## config.mk

```make
export PLATFORM = sky130hd
export DESIGN_NAME = uart_tx_fifo
export DESIGN_NICKNAME = d
export VERILOG_FILES = /design/src/rtl/uart_tx_fifo.sv
export SDC_FILE = /design/constraint.sdc
export NUM_CORES = 1
export LEC_CHECK = 0
export BUFFER_PORTS_ARGS = -buffer_cell sky130_fd_sc_hd__buf_2
export CAP_MARGIN = 30
export CORE_MARGIN = 2
export CORE_UTILIZATION = 50
export CTS_CLUSTER_DIAMETER = 200
export CTS_CLUSTER_SIZE = 12
export DETAILED_ROUTE_END_ITERATION = 10
export GPL_TIMING_DRIVEN = 0
export PLACE_DENSITY = 0.67
export SLEW_MARGIN = 20
export SYNTH_ARGS = -nofsm -noshare
export SYNTH_HDL_FRONTEND = slang
export SYNTH_SLANG_ARGS = --single-unit
```

## constraint.sdc

```tcl
create_clock -name clk -period 4.2 [get_ports clk]
set_input_delay 0.84 -clock clk [delete_from_list [all_inputs] [get_ports clk]]
set_output_delay 0.84 -clock clk [all_outputs]
set_load 0.02 [all_outputs]
```

## src/rtl/uart_tx_fifo.sv

```systemverilog
// First-word-fall-through byte FIFO between the CPU write path and the UART transmitter.
// Reports occupancy and a sticky overflow flag for dropped writes.
module uart_tx_fifo #(
  parameter int WIDTH     = 8,
  parameter int DEPTH     = 8,
  parameter int PTR_WIDTH = $clog2(DEPTH)
) (
  input  logic                 clk,
  input  logic                 reset,
  input  logic [WIDTH-1:0]     enq_data,
  input  logic                 enq_valid,
  output logic                 enq_ready,
  output logic [WIDTH-1:0]     deq_data,
  output logic                 deq_valid,
  input  logic                 deq_ready,
  output logic [PTR_WIDTH:0]   count,
  output logic                 overflow
);

  localparam logic [PTR_WIDTH:0] FULL_COUNT = (PTR_WIDTH+1)'(DEPTH);

  logic [WIDTH-1:0]     mem [DEPTH];
  logic [PTR_WIDTH-1:0] wr_ptr;
  logic [PTR_WIDTH-1:0] rd_ptr;
  logic                 full;
  logic                 empty;
  logic                 enq_fire;
  logic                 deq_fire;

  // Handshakes depend only on registered occupancy, so there is no
  // combinational path from deq_ready to enq_ready.
  assign full      = (count == FULL_COUNT);
  assign empty     = (count == '0);
  assign enq_ready = !full;
  assign deq_valid = !empty;
  assign enq_fire  = enq_valid && enq_ready;
  assign deq_fire  = deq_valid && deq_ready;
  assign deq_data  = mem[rd_ptr];

  always_ff @(posedge clk) begin
    if (enq_fire) begin
      mem[wr_ptr] <= enq_data;
    end
  end

  always_ff @(posedge clk) begin
    if (reset) begin
      wr_ptr   <= '0;
      rd_ptr   <= '0;
      count    <= '0;
      overflow <= 1'b0;
    end else begin
      if (enq_fire) begin
        wr_ptr <= wr_ptr + PTR_WIDTH'(1);
      end
      if (deq_fire) begin
        rd_ptr <= rd_ptr + PTR_WIDTH'(1);
      end
      case ({enq_fire, deq_fire})
        2'b10:   count <= count + (PTR_WIDTH+1)'(1);
        2'b01:   count <= count - (PTR_WIDTH+1)'(1);
        default: count <= count;
      endcase
      // A write offered while full is dropped; remember it until reset.
      if (enq_valid && !enq_ready) begin
        overflow <= 1'b1;
      end
    end
  end

endmodule

```

# Yosys cells after proc, flatten, opt, wreduce, memory -nomap -nowiden
# Memory sizes are Yosys's and may differ from the RTL's. A register that Yosys moved wholly into a read port is not among the register bits.
# Index checks and enable logic that the tools add are counted.
# op_classes
n_reduce_logical	7
addsub	4
n_eq_ne	3
muxes	5
# ops
operator	count
4-bit case mux with 2 select lines	1
3-bit by 1-bit adder with 3-bit output (second input constant)	2
3-bit two-way mux	2
4-bit by 1-bit adder with 4-bit output (second input constant)	1
4-bit == test (second input constant)	1
4-bit zero test	1
4-bit by 1-bit subtractor with 4-bit output (second input constant)	1
1-bit logical AND	3
2-bit by 1-bit == test with 1-bit output (second input constant)	1
2-bit == test (second input constant)	1
1-bit zero test	2
1-bit two-way mux	2
2-bit nonzero test	1
# totals
ramBits	64
ff_bits	11
out_inout_bits	15
mem_count	1
inputBits	12
word_cells	24
# memory_table
memory	words	word_bits	rd	rd_ports_with_merged_regs	write_ports	line_no	source
mem	8	8	1	1	1	22	logic [WIDTH-1:0] mem [DEPTH];

# Logic depth before layout (Yosys ltp)
# depth
depth_word	5
mapped_depth	10
ltp_nobuf	10

# Worst setup path before layout
# No wires, ideal clock.
# synth_timing
kind	register to register
from	reg count[0]
to	reg count[3]
path_stages_with_launch	8
setup_slack_ns	1.683
n_path_buf	0
required_time_ns	4.079
period_less_slack_ns	2.517
setup_ns	0.121
arrival_time_ns	2.396
cell_sequence	dfxtp_1 > or4_4 > nand2_1 > inv_1 > ha_1 > or3_1 > o32ai_1 > mux2_2
# synth_via
elab_chain_cells	5
word_cells_on_any_way	12
classes_between	add/sub: 2; eq/ne: 3; mux: 1; reduce/logical: 6
# synth_rtl
item	line_no	source
start, declared	16	output logic [PTR_WIDTH:0] count,
start signal, assigned	60	2'b10: count <= count + (PTR_WIDTH+1)'(1);
start signal, assigned	61	2'b01: count <= count - (PTR_WIDTH+1)'(1);
start signal, assigned	62	default: count <= count;
4-bit zero test *	33	assign empty = (count == '0);
1-bit zero test *	35	assign deq_valid = !empty;
named net deq_valid	14	output logic deq_valid,
1-bit logical AND *	37	assign deq_fire = deq_valid && deq_ready;
named net deq_fire	28	logic deq_fire;
2-bit by 1-bit == test with 1-bit output or 2-bit == test (tied branches)	59	case ({enq_fire, deq_fire})
4-bit case mux with 2 select lines or 2-bit nonzero test (tied branches)	--	
# Mark *: on every way through the listed nets, which the timed path passes. The rest lies on a longest branch.
# A chain may end at the register's enable or synchronous reset.

==> results.md <==
- Status: finished clean
- Total negative setup slack: 0 ps
- GRT overflow: 0
- Clock sinks: 78
- Clk Latency, worst-skew pair: 330 ps
- Max-slew headroom: 30.4%
- Clock power frac: 26.1%
- Yosys top cell by area: edfxtp_1
- Wire per inst: 19.1 um
- Sw Pwr: 567 uW
- Hold_buf cts: 0
- Total GRT Usage: 17.1%
- Antenna-violating nets left: 0
- Core area: 6030 um^2
- Largest cells by area after synthesis: edfxtp_1 (61%), mux4_1 (13%), dfxtp_1 (8.9%)
- Comb power frac: 25.9%
- Area post-placement: 3390 um^2
- Detailed placer's ending HPWL: 3.58 mm
- Ys Warns: 0
- DRC Markers: 0
- Peak Freq: 337 MHz
- Slew @ Worst Pin: 1040 ps
- Placement Rows: 28
- Largest net degree at the start of global routing: 14
- Buffers on Ports: 26
- Final critical-path required period: 2970 ps
- Async SR Flop Fraction: 0%
- Post_cts resized: 0
- Vias per Instance: 5.47
- Fin nets: 228
- Yosys cell types: 28
- Drt first pass iters: 4
- EDFF count, synth: 64
- Die area: 6960 um^2
- Critical Path Fanout Max: 10
- Initial drt markers: 147
- Syn avg cell area: 18.2 um^2
- VDD IR-drop max: 0.307 mV
- Total setup buffers inserted after CTS: 0
- Syn_nets: 190
- Sw frac: 28.9%
- Die X: 83.5 um
- Via count: 1592
- Slew Limit Fails: 0
- CTS Buffer Depth: 2
- Seq pwr share: 48.0%
- Crit Path Class: flop to primary output
- Final Cell Area: 3590 um^2
- Fin Clk Skew: 6.98 ps
- Final Setup Violations: 0
- CTS H-tree lvls: 3
- Inserted Clock Buffers: 9
- Worst-path clk slew: 80 ps
- Initial Util: 52.4%
- Final Hold Viols: 0
- Total Power: 1960 uW
- Layout fillers: 456
- Root Buffer: clkbuf_8
- Synth-to-layout area growth: 13.6%
- Number of global-route vias before repair: 1682
- PwrDens: 547 nW/um^2
- Post-Syn Area: 3160 um^2
- WP data arrival: 2130 ps
- Unrepaired setup endpoints after global routing: no
- Synth top area share: 60.9%
- Initial antenna violation count: 0
- Routability cong.: 0.709
- Final worst-path cycle share: 70.7%
- Share of cells above drive strength 1: 27.3%
- CP endpoint kind: primary output
- Ys flop type: edfxtp_1
- Hold Crit Class: flop to flop
- Yosys reg bits: 78
- Die height: 83.5 um
- Worst Setup Start Kind: flop
- First-pass GRT wire length: 8.59 mm
- Worst path required time: 3360 ps
- CTS tree: done
- Pint: 1390 uW
- IO Count: 27
- Total leakage power: 0.00128 uW
- Diodes inserted: 0
- MaxCap Viol Count: 0
- Post-synthesis sequential area ratio: 69.8%
- Post-Route WL: 5.55 mm
- Cells after Synth: 173
-- sequential cells by signal (all words and copies together) (netlist names), named ones only --
name      cells
mem          64
rd_ptr        3
overflow      1
count         4
wr_ptr        3
-- critical path, cell delays in order (launching register included) --
cell and delay, ps:
dfxtp_1 310, clkbuf_1 370, buf_2 360, mux4_1 330, mux2_2 280, buf_2 160
-- cell families (layout without fill, tap and decap cells) --
logic type                 count (synthesis)  in the layout  share of synthesized area (%)
DFF                                       78             78                           69.8
and+or+nand+nor                           40             40                           6.26
muxes                                     26             26                           16.8
AOI/OAI and AO/OA                          9              9                           1.59
buffers and inverters                      9             52                           1.90
xor gates and xnor gates                   6              6                           1.66
adders and majority gates                  5              5                           1.98
-- final timing paths --
| check | start | to | slack [ps] | cells after the start |
|---|---|---|---|---|
| min reg2reg | rd_ptr[1] | rd_ptr[1] | 490 | 2 |
| min | rd_ptr[1] | rd_ptr[1] | 490 | 2 |
| max | flop | deq_data[2] | 1230 | 5 |
| max reg2reg | count[3] | count[3] | 1620 | 7 |
-- cell usage after synthesis (2+ instances only) --
master    instances
a21oi_1           6
buf_2             2
xor2_1            6
nor2_1           16
nand2_1           5
mux4_1           16
mux2_2            9
edfxtp_1         64
or3_1             2
nor3_1            2
clkbuf_1          2
nand3_1           5
inv_1             2
nand2b_1          2
dfxtp_1          14
nor2b_1           4
ha_1              5
-- cell type report --
class / count / area [um^2] / area share, %
sequential: 78 / 2200 / 61.4
multi-input combinational: 86 / 905 / 25.2
clock buffer: 13 / 170 / 4.75
timing repair buffer: 27 / 138 / 3.84
tap: 75 / 93.8 / 2.62
buffer: 7 / 52.6 / 1.47
clock inverter: 3 / 17.5 / 0.488
inverter: 2 / 7.51 / 0.209
-- metal layers --
metal / up-vias / GRT usage (%) / wire, um
li1: 762 / - / -
met2: 40 / 26.8 / 2740
met1: 782 / 22.1 / 2460
met3: 8 / 4.06 / 246
met5: - / 0 / 0
met4: 0 / 9.38 / 98
-- power groups by stage --
stage / Combinational (uW) / Clock [uW] / Sequential (uW)
after floorplan: 356 / 0 / 965
final: 508 / 512 / 940
after global placement: 490 / 0 / 949
after global routing: 551 / 560 / 947
after detailed placement: 511 / 0 / 956
after CTS: 513 / 525 / 939
-- through the flow --
step                util (%)  setup WS [ps]  hold slack, ps  cells
floorplan                  -           1680             447    173
global placement        56.1           1350             451    274
detailed placement      56.3           1580             472    274
CTS                     59.4           1200             483    290
global route            59.5           1090             526    291
finish                  59.5           1230             489    291
-- cells in the final DEF, fill, tap and decap left out, types with 4 or more instances in the layout --
cell type and count:
a21oi_1 6, buf_2 28, clkbuf_1 4, clkbuf_8 10, dfxtp_1 14, edfxtp_1 64
ha_1 5, mux2_2 9, mux4_1 16, nand2_1 5, nand3_1 5, nor2_1 16
nor2b_1 4, xor2_1 6
Power figures use the tool's default switching activity.
